File: src/rtl/bat_datapath.sv
// Bus-centred datapath: PC, MAR, RAM, IR and eight general registers sharing one OR-combined bus,
// with sticky multiple-driver detection and a saturating conflict counter.
module bat_datapath #(
   parameter int unsigned ADDR_W = 8
) (
   input  logic              CLK,
   input  logic              RST,
   input  logic              PC_INC,
   input  logic              PC_RW,
   input  logic              PC_EN,
   input  logic              MAR_LOAD,
   input  logic              MAR_EN,
   input  logic              RAM_RW,
   input  logic              RAM_EN,
   input  logic              IR_LOAD,
   input  logic              IR_EN,
   input  logic [7:0]        REGS_INC,
   input  logic [7:0]        REGS_RW,
   input  logic [7:0]        REGS_EN,
   input  logic              ALU_EN,
   input  logic [15:0]       ALU_RESULT,
   input  logic              LOAD_WE,
   input  logic [ADDR_W-1:0] LOAD_ADDR,
   input  logic [15:0]       LOAD_DATA,
   output logic [15:0]       INSTR,
   output logic [15:0]       ALU_A,
   output logic [15:0]       ALU_B,
   output logic [15:0]       OUT_REG,
   output logic [15:0]       BUS,
   output logic              BUS_CONFLICT,
   output logic [7:0]        CONFLICT_CNT
);

   localparam int unsigned DATA_W = 16;
   localparam int unsigned NREGS  = 8;
   localparam int unsigned DEPTH  = 1 << ADDR_W;
   localparam logic [DATA_W-1:0] IR_NOP = 16'hF000;

   logic [ADDR_W-1:0] pc;
   logic [ADDR_W-1:0] mar;
   logic [DATA_W-1:0] ir;
   logic [DATA_W-1:0] regs [NREGS];
   logic [DATA_W-1:0] mem  [DEPTH];
   logic              conflict_q;
   logic [7:0]        cnt_q;

   logic [DATA_W-1:0] bus_c;
   logic [3:0]        n_drv_c;
   logic              ram_wr_c;
   logic              conflict_c;

   // Bus is the OR of every active driver; the driver count feeds conflict detection.
   always_comb begin
      bus_c   = '0;
      n_drv_c = '0;
      if (PC_EN && PC_RW) begin
         bus_c   = bus_c | 16'(pc);
         n_drv_c = n_drv_c + 4'd1;
      end
      if (RAM_EN && RAM_RW) begin
         bus_c   = bus_c | mem[mar];
         n_drv_c = n_drv_c + 4'd1;
      end
      if (IR_EN) begin
         bus_c   = bus_c | 16'(ir[ADDR_W-1:0]);
         n_drv_c = n_drv_c + 4'd1;
      end
      for (int unsigned i = 0; i < NREGS; i++) begin
         if (REGS_EN[i] && REGS_RW[i]) begin
            bus_c   = bus_c | regs[i];
            n_drv_c = n_drv_c + 4'd1;
         end
      end
      if (ALU_EN) begin
         bus_c   = bus_c | ALU_RESULT;
         n_drv_c = n_drv_c + 4'd1;
      end
   end

   // A preload colliding with a bus-side RAM write is also treated as a conflict.
   assign ram_wr_c   = RAM_EN && !RAM_RW;
   assign conflict_c = (n_drv_c > 4'd1) || (LOAD_WE && ram_wr_c);

   // RAM has no reset; the preload port stays live during reset and beats bus writes.
   always_ff @(posedge CLK) begin
      if (LOAD_WE) begin
         mem[LOAD_ADDR] <= LOAD_DATA;
      end else if (RST && ram_wr_c) begin
         mem[mar] <= bus_c;
      end
   end

   always_ff @(posedge CLK or negedge RST) begin
      if (!RST) begin
         pc  <= '0;
         mar <= '0;
         ir  <= IR_NOP;
      end else begin
         if (PC_EN && !PC_RW) begin
            pc <= bus_c[ADDR_W-1:0];
         end else if (PC_INC) begin
            pc <= pc + ADDR_W'(1);
         end
         if (MAR_EN && MAR_LOAD) begin
            mar <= bus_c[ADDR_W-1:0];
         end
         if (IR_LOAD) begin
            ir <= bus_c;
         end
      end
   end

   // Register load beats increment; increment works even while the register is disabled.
   always_ff @(posedge CLK or negedge RST) begin
      if (!RST) begin
         for (int unsigned i = 0; i < NREGS; i++) begin
            regs[i] <= '0;
         end
      end else begin
         for (int unsigned i = 0; i < NREGS; i++) begin
            if (REGS_EN[i] && !REGS_RW[i]) begin
               regs[i] <= bus_c;
            end else if (REGS_INC[i]) begin
               regs[i] <= regs[i] + 16'd1;
            end
         end
      end
   end

   always_ff @(posedge CLK or negedge RST) begin
      if (!RST) begin
         conflict_q <= 1'b0;
         cnt_q      <= '0;
      end else if (conflict_c) begin
         conflict_q <= 1'b1;
         if (cnt_q != 8'hFF) begin
            cnt_q <= cnt_q + 8'd1;
         end
      end
   end

   assign BUS          = bus_c;
   assign INSTR        = ir;
   assign ALU_A        = regs[0];
   assign ALU_B        = regs[1];
   assign OUT_REG      = regs[7];
   assign BUS_CONFLICT = conflict_q;
   assign CONFLICT_CNT = cnt_q;

endmodule

File: config.mk
export PLATFORM = sky130hd
export DESIGN_NAME = bat_datapath
export DESIGN_NICKNAME = d
export VERILOG_FILES = /design/src/rtl/bat_datapath.sv
export SDC_FILE = /design/constraint.sdc
export NUM_CORES = 2
export LEC_CHECK = 0
export ABC_AREA = 1
export CAP_MARGIN = 15
export CORE_MARGIN = 1.5
export CORE_UTILIZATION = 44
export DETAILED_ROUTE_END_ITERATION = 10
export DONT_BUFFER_PORTS = 1
export GPL_ROUTABILITY_DRIVEN = 1
export PLACE_DENSITY = 0.65
export REMOVE_ABC_BUFFERS = 1
export SLEW_MARGIN = 30
export SYNTH_ARGS = -nofsm -noshare
export SYNTH_HDL_FRONTEND = slang
export SYNTH_SLANG_ARGS = --single-unit
File: constraint.sdc
create_clock -name CLK -period 12.65 [get_ports CLK]
set_input_delay 0.6325 -clock CLK [delete_from_list [all_inputs] [get_ports CLK]]
set_output_delay 0.6325 -clock CLK [all_outputs]
set_load 0.1 [all_outputs]
==> results <==
- The flow ran to the end, and the final reports show no timing, DRC or antenna violations.
- Once routing completed, OpenROAD measured the worst setup slack at 4.76 ns.
- Measured on the finished design, the core utilization comes to 49.3%.
- Buffers added to address setup during post-CTS repair amount to 0.
- In the final routed layout, each cell accounts on average for 27.0 um.
- The number of core rows is 230.
- The worst setup path is launched from a register.
- The sequential cells in the finished layout cover a total of 127000 um^2.
- Along the worst path, the maximum fanout reaches 153.
- CTS built an H-tree with a depth of 5.
- The path class of the tightest hold or removal check is primary input to register.
- The start-to-end type of the worst setup path is register to register.
- The register bit total from synthesis is 4265.
- Once the floorplan was initialized, standard cells occupied 44.2% of the core.
- The clock period could shrink to 7.89 ns.
- The height of the chip is 631 um.
- The via count of the routed design is 117962.
- By area, the combinational part of the netlist is dominated by compound AO/OA/AOI/OAI gates.
- Wires add up to 526 mm.
- The net count of the finished layout is 13964.
- The peak clock frequency supported by timing is 127 MHz.
- The first detailed-routing pass took 8 iterations.
- Total power for the finished layout comes to 34.3 mW.
- The first-pass GRT wire length is 759 mm.
- The buffer levels on the longest clock path is 4.
- Setup violations remaining at the end of the flow were counted as 0.
- In this run the static leakage power is 62.2 nW.
- At the pin with the least slew margin, the transition time is 1.07 ns.
- The first-iteration detailed-routing DRC count is 16682.
- The register-to-register setup slack is 4.76 ns.
- The top-level port count is 166.
- STA classifies the critical path endpoint as a register.
- The mapped netlist covers 173000 um^2.
- The sequential share of the synthesized area is 73.4%.
- Yosys mapped a number of flops with a built-in enable equal to 4096.
- The cell with the most instances on the worst path is o21ai_0.
- The overall die width is 631 um.
- TritonCTS built the clock tree.
- At the worst endpoint, the required time is 13.25 ns.
- The cell at the root of the clock tree is clkbuf_16.
- For this run, asynchronously set or reset flops after synthesis account for 3.96%.
- The post-synthesis instance total is 13981.
- The predominant post-synthesis flop cell is edfxtp_1.
- The clock latency on the worst-skew pair is 1.03 ns.
- After clock tree synthesis, the clock-pin slew on the worst setup and hold paths is 0.06 ns.
- The initial antenna violation count is 32.
- The clock buffer count from CTS is 423.
- The number of nets with antenna violations after detailed routing is 0.
- The number of slew-limit violations in the final report was 0.
- The worst path arrival time is 8.50 ns.
- The signal on the critical path passes through inv_8 > buf_12 > buf_12 > o21ai_0 > o22ai_1 > o21ai_0 > o21ai_0 > o21ai_0 > o21ai_0 > o21ai_0 > o22ai_1 > nand2_1 > nand3_2 > buf_4 > nand2_1 > nand2_4 > buf_4.
- At the end of routability-driven placement, the weighted congestion stood at 0.920.
- The cell with the most instances after synthesis is edfxtp_1.
- Entering global routing, the biggest net connects 182 pins.
- Across every metal layer, demand over resource in global routing totals 25.6%.
- The synthesized netlist devotes 13.4% of its cell area to compound gates.
- The post-detailed-route via-to-cell ratio is 6.06.
- The full die area is 398000 um^2.
- Once placement completed, the tool counted placed cells totaling 18642.
- The post-route clock period utilization is 62.4%.
- The via count of the first global-routing pass is 108240.
- After legalization and detailed placement, the total HPWL measured 298 mm.
- The number of library cell types mapped by synthesis is 53.
- The critical-path cell with the highest stage delay is o21ai_0.
- The arithmetic-cell share of the synthesized area counting full adders, half adders and majority gates is 0.137%.
- For this run, the number of standard cells in the final layout without fillers is 19451.
- A synthesized cell averages 12.4 um^2.
- In the post-synthesis netlist, the biggest area contributors are edfxtp_1 71%, o21ai_0 7.6%, nor2_1 6.5%.
- The minimum setup slack after placement is 5.15 ns.
- IR analysis of the VDD net gives a maximum drop of 0.135 mV.
- Compared with the post-synthesis result, the final layout area differs by 11.7%.
- The final setup skew is 0.122 ns.
- The simple-gate share of the synthesized area is 9.34%.
- The core outline area is 392000 um^2.
- The post-detailed-route DRC marker count is 0.
- CTS saw 4265 sinks.
- The family with the most delay on the worst path is buffers and inverters.
- The number of hold violations in the final report came to 0.
- The total stage count of the critical path is 17.
- For this run the aggregate overflow at the end of global routing stands at 0.
- The top cell type's share of synthesized area is 71.0%.
- The number of inserted filler cells in the final layout is 33402.
- After routing, the total negative slack on setup checks comes to 0 ns.
- In this design, the stage delay of the slowest critical-path cell is 0.76 ns.
- Counting both buffers and inverters, the worst setup path holds a total of 5.
- Setup repair after global routing left no endpoint under its margin.
- The XOR/XNOR share of the synthesized area is 0.531%.
- The tool flagged a number of max-cap violations equal to 0.
- The count of buffers added on input and output ports is 0.
- The top cell type by total area after synthesis is edfxtp_1.
- The count of yosys warnings during synthesis is 0.
- The worst-case reg-to-reg path depth is 17.
- By count the netlist is led by 4096 x edfxtp_1, 2997 x nor2_1, 2646 x o21ai_0.
- The power per cell area is 177 nW/um^2.
- The post-route netlist has 8.66% of its cells at a drive strength greater than 1.
- The area of the multi-input gates is 40900 um^2.
- Along the worst hold path, the cell count comes to 4.
- Headroom to the max-slew limit came out at 28.6%.
- The mux contribution to synthesized area is 0.00650%.
-- where the power goes --
group | switching (mW) | internal [mW] | total, mW | leakage [nW]
Sequential | 0.576 | 15.7 | 16.3 | 38.7
Clock | 5.36 | 6.85 | 12.2 | 6.53
Combinational | 4.43 | 1.42 | 5.85 | 17.0
-- layout make-up --
class                   count  area share (%)
clock buffers             535            5.84
inverters                 237           0.478
repair buffers            510            2.31
clock inverters           227            1.05
well taps                5220            3.38
flip-flops and latches   4265            65.8
diodes                     26          0.0336
multi-input cells        8431            21.1
-- worst paths after layout --
kind / start / to
setup reg to reg: mar[1] / mem[23][6]
max in group asynchronous: RST / mar[1]
min in group asynchronous: RST / regs[58]
setup / recovery: mar[1] / mem[23][6]
hold / removal: REGS_RW[5] / regs[34]
hold reg to reg: regs[70] / regs[70]
-- through the flow --
step                      instance area [um^2]  hold WS (ns)
after floorplan                         169000         0.337
after global placement                  180000         0.340
after detailed placement                180000         0.340
after CTS                               193000     0.0000132
after global routing                    193000        0.0622
final                                   194000        0.0583
-- timing repair --
item | CTS | global route
endpoints found under the hold margin | 293 | 0
gates resized for setup | 0 | 0
hold buffers | 18 | 0
-- state kept, by name, summed over array words and instances, names as in the netlist --
signal        flops
mem            4096
regs             80
ALU_A            16
ALU_B            16
INSTR            16
OUT_REG          16
CONFLICT_CNT      8
mar               8
pc                8
BUS_CONFLICT      1
-- worst register-to-register path: stages (launching register included) --
cell and delay, ns:
dfrtp_4 0.66, inv_8 0.64, buf_12 0.49, buf_12 0.65, o21ai_0 0.60, o22ai_1 0.47, o21ai_0 0.15, o21ai_0 0.28
o21ai_0 0.10, o21ai_0 0.76, o21ai_0 0.21, o22ai_1 0.29, nand2_1 0.11, nand3_2 0.08, buf_4 0.50, nand2_1 0.20
nand2_4 0.42, buf_4 0.76
-- metal layers --
layer	wire (um)	global-route usage (%)
met4	22200	10.1
met3	58700	5.13
met5	69	0
met2	240000	39.6
met1	205000	35.8
-- placed cells by master (no fill, tap or decap), types with 30 or more instances in the layout --
cell type  Yosys  layout
edfxtp_1    4096    4096
nor2_1      2997    2990
o21ai_0     2646    2644
o22ai_1     1281    1276
nand2_1      702     686
buf_4         98     448
clkbuf_16      0     434
nand3_1      252     241
inv_1        225     222
dfrtp_1      165     135
clkinv_1       5      97
clkbuf_1     666      94
xor2_1        88      88
clkinv_2       0      81
a21oi_1       59      59
nor3_1        55      55
o211ai_1      44      44
buf_12         0      38
nand2_2       26      36
o311ai_0      31      31
o32ai_1       30      30
-- kinds of logic after synthesis --
group / after synthesis
multiplexers: 1
AND/OR/NAND/NOR: 4115
XOR/XNOR: 105
buffers and inverters: 1285
adder cells (fa/ha/maj): 19
AO/OA/AOI/OAI: 4191
flip-flops: 4265
(Power assumes the default switching activity.)
